$ cat src/rtl/ila_capture_ctrl.sv
// Capture sequencer for ila_core: arms, waits for a masked trigger, strobes a
// fixed number of samples into the core, then streams them out over valid/ready.
module ila_capture_ctrl #(
  parameter int DATA_W   = 8,
  parameter int BUFFER_W = 8,
  parameter int RD_LAT   = 1
) (
  input  logic                clk,
  input  logic                rst,
  input  logic                arm,
  input  logic                abort,
  input  logic                read_start,
  input  logic [DATA_W-1:0]   trig_value,
  input  logic [DATA_W-1:0]   trig_mask,
  input  logic [1:0]          trig_mode,
  input  logic [BUFFER_W-1:0] post_count,
  input  logic [DATA_W-1:0]   signal,
  output logic [DATA_W-1:0]   ila_signal,
  output logic                ila_trigger,
  output logic                ila_enabled,
  output logic                ila_rst_soft,
  output logic [BUFFER_W-1:0] ila_index,
  input  logic [BUFFER_W-1:0] ila_samples,
  input  logic [DATA_W-1:0]   ila_value,
  output logic [DATA_W-1:0]   rd_data,
  output logic                rd_valid,
  input  logic                rd_ready,
  output logic                rd_last,
  output logic                busy,
  output logic                done,
  output logic [2:0]          state
);

  // Readout handshake: a beat transfers on a cycle where rd_valid & rd_ready;
  // rd_data/rd_last are stable while rd_valid is high and not yet accepted.

  typedef enum logic [2:0] {
    S_IDLE  = 3'd0,
    S_CLEAR = 3'd1,
    S_WAIT  = 3'd2,
    S_CAP   = 3'd3,
    S_DONE  = 3'd4,
    S_RIDX  = 3'd5,
    S_ROUT  = 3'd6
  } state_t;

  localparam logic [1:0]          LAT_LAST = 2'(RD_LAT - 1);
  localparam logic [BUFFER_W-1:0] ONE      = BUFFER_W'(1);

  state_t st, st_n;

  logic [DATA_W-1:0]   cfg_value, cfg_value_n;
  logic [DATA_W-1:0]   cfg_mask, cfg_mask_n;
  logic [1:0]          cfg_mode, cfg_mode_n;
  logic [BUFFER_W-1:0] cfg_count, cfg_count_n;
  logic [BUFFER_W-1:0] cnt, cnt_n;
  logic [1:0]          lat_cnt, lat_cnt_n;
  logic                prev_match, prev_match_n;
  logic [DATA_W-1:0]   sig_d;

  logic                trigger_n, enabled_n, rst_soft_n;
  logic [BUFFER_W-1:0] index_n;
  logic [DATA_W-1:0]   rd_data_n;
  logic                rd_valid_n, rd_last_n;

  logic match, changed, hit;

  assign match   = ((signal ^ cfg_value) & cfg_mask) == '0;
  assign changed = ((signal ^ sig_d) & cfg_mask) != '0;

  always_comb begin
    hit = 1'b0;
    case (cfg_mode)
      2'b00:   hit = match;
      2'b01:   hit = match & ~prev_match;
      2'b10:   hit = changed;
      default: hit = 1'b1;
    endcase
  end

  always_comb begin
    st_n         = st;
    cfg_value_n  = cfg_value;
    cfg_mask_n   = cfg_mask;
    cfg_mode_n   = cfg_mode;
    cfg_count_n  = cfg_count;
    cnt_n        = cnt;
    lat_cnt_n    = lat_cnt;
    prev_match_n = match;
    trigger_n    = ila_trigger;
    enabled_n    = ila_enabled;
    rst_soft_n   = 1'b0;
    index_n      = ila_index;
    rd_data_n    = rd_data;
    rd_valid_n   = rd_valid;
    rd_last_n    = rd_last;

    if (abort) begin
      st_n       = S_IDLE;
      trigger_n  = 1'b0;
      enabled_n  = 1'b0;
      rd_valid_n = 1'b0;
      rd_last_n  = 1'b0;
      index_n    = '0;
    end else begin
      case (st)
        S_IDLE, S_DONE: begin
          if (arm) begin
            cfg_value_n  = trig_value;
            cfg_mask_n   = trig_mask;
            cfg_mode_n   = trig_mode;
            cfg_count_n  = (post_count == '0) ? ONE : post_count;
            prev_match_n = 1'b1;
            rst_soft_n   = 1'b1;
            st_n         = S_CLEAR;
          end else if (st == S_DONE && read_start && ila_samples != '0) begin
            index_n   = '0;
            lat_cnt_n = '0;
            st_n      = S_RIDX;
          end
        end
        S_CLEAR: begin
          enabled_n = 1'b1;
          st_n      = S_WAIT;
        end
        S_WAIT: begin
          // ila_signal is the registered copy of signal, so the matching
          // sample lands in the core on the same edge as the first strobe.
          if (hit) begin
            trigger_n = 1'b1;
            cnt_n     = ONE;
            st_n      = S_CAP;
          end
        end
        S_CAP: begin
          if (cnt < cfg_count) begin
            trigger_n = 1'b1;
            cnt_n     = cnt + ONE;
          end else begin
            trigger_n = 1'b0;
            enabled_n = 1'b0;
            st_n      = S_DONE;
          end
        end
        S_RIDX: begin
          if (lat_cnt == LAT_LAST) begin
            rd_data_n  = ila_value;
            rd_valid_n = 1'b1;
            rd_last_n  = (ila_index == ila_samples - ONE);
            st_n       = S_ROUT;
          end else begin
            lat_cnt_n = lat_cnt + 2'd1;
          end
        end
        S_ROUT: begin
          if (rd_ready) begin
            rd_valid_n = 1'b0;
            rd_last_n  = 1'b0;
            if (rd_last) begin
              st_n = S_DONE;
            end else begin
              index_n   = ila_index + ONE;
              lat_cnt_n = '0;
              st_n      = S_RIDX;
            end
          end
        end
        default: st_n = S_IDLE;
      endcase
    end
  end

  always_ff @(posedge clk) begin
    if (!rst) begin
      st           <= S_IDLE;
      cfg_value    <= '0;
      cfg_mask     <= '0;
      cfg_mode     <= '0;
      cfg_count    <= '0;
      cnt          <= '0;
      lat_cnt      <= '0;
      prev_match   <= 1'b0;
      sig_d        <= '0;
      ila_signal   <= '0;
      ila_trigger  <= 1'b0;
      ila_enabled  <= 1'b0;
      ila_rst_soft <= 1'b0;
      ila_index    <= '0;
      rd_data      <= '0;
      rd_valid     <= 1'b0;
      rd_last      <= 1'b0;
      busy         <= 1'b0;
      done         <= 1'b0;
    end else begin
      st           <= st_n;
      cfg_value    <= cfg_value_n;
      cfg_mask     <= cfg_mask_n;
      cfg_mode     <= cfg_mode_n;
      cfg_count    <= cfg_count_n;
      cnt          <= cnt_n;
      lat_cnt      <= lat_cnt_n;
      prev_match   <= prev_match_n;
      sig_d        <= signal;
      ila_signal   <= signal;
      ila_trigger  <= trigger_n;
      ila_enabled  <= enabled_n;
      ila_rst_soft <= rst_soft_n;
      ila_index    <= index_n;
      rd_data      <= rd_data_n;
      rd_valid     <= rd_valid_n;
      rd_last      <= rd_last_n;
      busy         <= !(st_n == S_IDLE || st_n == S_DONE);
      done         <= (st_n == S_DONE);
    end
  end

  assign state = st;

endmodule
$ cat config.mk
export PLATFORM = sky130hd
export DESIGN_NAME = ila_capture_ctrl
export DESIGN_NICKNAME = d
export VERILOG_FILES = /design/src/rtl/ila_capture_ctrl.sv
export SDC_FILE = /design/constraint.sdc
export NUM_CORES = 1
export LEC_CHECK = 0
export ABC_CLOCK_PERIOD_IN_PS = 2340
export CAP_MARGIN = 0
export CORE_AREA = 2 2 121 94
export DETAILED_ROUTE_END_ITERATION = 8
export DIE_AREA = 0 0 123 96
export PLACE_DENSITY = 0.58
export SLEW_MARGIN = 10
export SYNTH_ARGS = -nofsm -noshare
export SYNTH_HDL_FRONTEND = slang
export SYNTH_SLANG_ARGS = --single-unit
$ cat constraint.sdc
create_clock -name clk -period 2.34 [get_ports clk]
set_input_delay 0.234 -clock clk [delete_from_list [all_inputs] [get_ports clk]]
set_output_delay 0.234 -clock clk [all_outputs]
set_load 0.02 [all_outputs]
==> summary.txt, run 1 <==
Status
  – Status: finished clean

Route
  – Routed len/inst: 14.3 um
  – First drt pass iteration count: 4
  – Total number of vias: roughly 3,400
  – Remaining antenna violation count: 0
  – Vias/cell: 4.98
  – DRC violations left: 0
  – Total Wirelength: ~9.8 mm
  – DR iter-0 viols: 145

Clock network
  – Latest clock arrival within the worst-skew pair: 0.33 ns
  – H-tree levels: 3
  – CTS tree: done
  – Postcts setup bufs: 0
  – CTS Sinks: 71
  – CTS Buf Count: 9
  – Maximum root-to-sink buffer count: 2
  – Worst-path clk slew: 0.06 ns
  – Post-CTS Hold Buffers: 0
  – Post-CTS sizing: 0
  – Clk root buf: clkbuf_16

Logic synthesis
  – Primary FF master, synth: dfxtp_1
  – Post-synthesis register bit count: 71
  – Syn_area_per_cell: around 8.4 sq um
  – Synth area leaders: dfxtp_1 39%, nand2_1 7.4%, a21oi_1 7.3%
  – Synth area leader: dfxtp_1
  – Count of flip-flops with a built-in enable after synthesis: 0
  – Syn nets: 500
  – Cell variety after synth: between 50 and 60
  – Syn Inst Count: ~430
  – Synth top area share: between 30 and 40%
  – Post-synthesis cell area: 0.00362 sq mm
  – Synth top cells by count: 71 x dfxtp_1, 71 x nand2_1, 53 x a21oi_1, 29 x nor2_1, 21 x xor2_1
  – Synth warn: 0
  – Async SR Flop Fraction: 0%
  – Seq/Total Area, Yosys: slightly below 40%

Placed design
  – Quantity of I/O buffers inserted on ports: 89
  – Post-DP HPWL: 7.41 mm
  – Placed cells: about 670
  – Gpl congestion: 0.807
  – Post-place setup slack: -0.0615 ns

GRT
  – Met1 Use GR: 23.1%
  – GR Util met2: a little over a quarter
  – Total GRT Usage: between 10% and 20%
  – Met3 GRT Util: 4.68%
  – Largest net degree at the start of global routing: 29
  – Initial antenna violation count: 0
  – Grt total ovfl: 0
  – First-pass GRT wire length: 15.8 mm
  – Most used routing layer in global routing: met2
  – Vias in the first global route: 3,282

Timing
  – Slew @ Worst Pin: between 0.5 and 0.6 ns
  – Setup repair after global routing missed its margin: true
  – Final setup margin: around 0.072 ns
  – Fin. Hold Viols: 0
  – Max Clock Skew: between 0.009 and 0.01 ns
  – Final min period: 2.27 ns
  – Headroom to the max-slew limit: between 60% and 70%
  – TNS Setup: 0 ns
  – Fmax: between 400 and 500 MHz
  – Final setup viols: 0
  – Final period utilization: roughly 97%
  – Max-slew violation count: 0

Power and ir drop
  – Switching Fraction: between 20% and 30%
  – Share of power burned in the clock network: 44.7%
  – Seq pwr share: 41.3%
  – Switch Pwr: between 700 and 800 uW
  – Peak VDD IR: approximately 360 uV
  – Comb pwr share: between 10% and 20%
  – Pwr dens: approximately 600 mW/mm^2
  – P_leak: approximately 0.0019 uW
  – Cell-internal power: between 2000 and 2500 uW

Floorplanning
  – Starting density of the core: between 30% and 40%
  – Die area: about 0.012 sq mm
  – IO Count: 90
  – Die Y-Extent: 96 um
  – Chip width: 123 um
  – Core Area: around 0.011 sq mm
  – # rows: 33

Finish
  – Area grow syn2layout: 42.3%
  – Nets: slightly above 600
  – Share of cells above drive strength 1: 11.0%
  – # diodes: 0
  – Non-filler instance count after layout: around 680

Worst setup path
  – Slowest cell delay on critical path: roughly 0.47 ns
  – Startpoint Class: flip-flop
  – Crit path capture type: flip-flop
  – Slowest cell on the critical path: or4_1
  – Cell-by-cell trace of the critical path: ha_1, and3_1, a2111oi_4, o32ai_2, buf_4, or4_1, a21oi_1
  – Max Fanout on Critical Path: 9
  – Critical path type: flip-flop to flip-flop
  – Worst endpoint required time: approximately 2.6 ns
  – Crit path DAT: about 2.5 ns

Flow run
  – Number of max-cap violations: 0

Worst hold path
  – HP Class: input port to flip-flop
-- cell type report --
cell class	count	area [sq um]
Inverter	17	63.8
Tap cell	140	175
Timing Repair Buffer	111	1060
Clock buffer	9	225
Fill cell	1026	5500
Clock inverter	7	80.1
Multi-Input combinational cell	328	2120
Sequential cell	71	1430
-- cells in the final DEF, fill, tap and decap left out, types with 11 or more instances in the layout --
cell              n
ha_1             12
inv_1            17
nand2_1          71
xor2_1           21
clkdlybuf4s50_1  89
a21oi_1          52
xnor2_1          13
buf_4            22
mux2i_1          11
o21ai_0          12
nor2_1           29
dfxtp_1          67
-- routing by layer --
metal  up-vias  share of wire, %
met5         -                 0
met4         0              0.93
met3         9               5.6
met2        81                44
met1      1583                50
li1       1727                 -
-- worst max-delay path: cells and delay by family (launching register included) --
| kind | cells | cell delay [ns] |
|---|---|---|
| and+or+nand+nor | 2 | 0.68 |
| AOI/OAI and AO/OA | 3 | 0.67 |
| DFF | 1 | 0.41 |
| adders and majority gates | 1 | 0.26 |
| buffers and inverters | 1 | 0.18 |
-- per-stage QoR --
| stage | utilization (%) | hold slack, ns | instance area, sq um | total power (uW) |
|---|---|---|---|---|
| 6_report | 48.4 | 0.452 | 5150 | 3080 |
| 5_1_grt | 48.4 | 0.458 | 5150 | 3220 |
| 4_1_cts | 47.9 | 0.442 | 5110 | 3110 |
| 3_5_place_dp | 45.1 | 0.451 | 4800 | 1720 |
| 3_3_place_gp | 45.1 | 0.439 | 4800 | 1720 |
| 2_1_floorplan | - | 0.356 | 3620 | 1500 |
-- state kept, by name, indices dropped and copies added, names as in the netlist --
name,count
cfg_count,8
cfg_mask,8
cfg_value,8
cnt,8
ila_index,8
rd_data,8
sig_d,8
state,3
cfg_mode,2
lat_cnt,2
busy,1
done,1
ila_enabled,1
ila_rst_soft,1
ila_trigger,1
prev_match,1
rd_last,1
rd_valid,1
-- path summary, 6_finish.rpt --
path,from,endpoint,slack (ns),cells past startpoint
worst max-delay path,cnt[3]$_SDFFE_PN0P_,cnt[4]$_SDFFE_PN0P_,0.07,7
worst min-delay path,trig_value[2],cfg_value[2]$_SDFFE_PN0P_,0.45,3
worst min register to register,cfg_count[4]$_SDFFE_PN0P_,cfg_count[4]$_SDFFE_PN0P_,0.45,2
worst max register to register,cnt[3]$_SDFFE_PN0P_,cnt[4]$_SDFFE_PN0P_,0.07,7
-- cell families (layout without fill, tap and decap cells) --
logic type / count (synthesis) / count (layout) / synth area share (%)
xor+xnor: 34 / 34 / 8.22
compound gates: 102 / 102 / 19.0
simple gates: 169 / 169 / 22.9
fa+ha+maj: 12 / 12 / 4.15
mux: 11 / 11 / 3.04
flops: 71 / 71 / 39.3
buf+inv: 33 / 144 / 3.42
-- power by group through the flow --
stage / combinational, uW / clock, uW / sequential [uW]
detailed placement: 421 / 0 / 1300
CTS: 424 / 1420 / 1270
global route: 471 / 1470 / 1280
floorplan: 199 / 0 / 1310
global placement: 419 / 0 / 1300
finish: 430 / 1380 / 1270
Note: power is estimated with default switching activity, not from simulation.
==> inputs of run 2 (changes only) <==
--- a/config.mk
+++ b/config.mk
@@ -5,6 +5,7 @@
 export SDC_FILE = /design/constraint.sdc
 export NUM_CORES = 1
 export LEC_CHECK = 0
+export ABC_AREA = 0
 export ABC_CLOCK_PERIOD_IN_PS = 2340
 export CAP_MARGIN = 0
 export CORE_AREA = 2 2 121 94
==> results of run 2 <==
Final layout, timing and power as in run 1 (identical DEF).
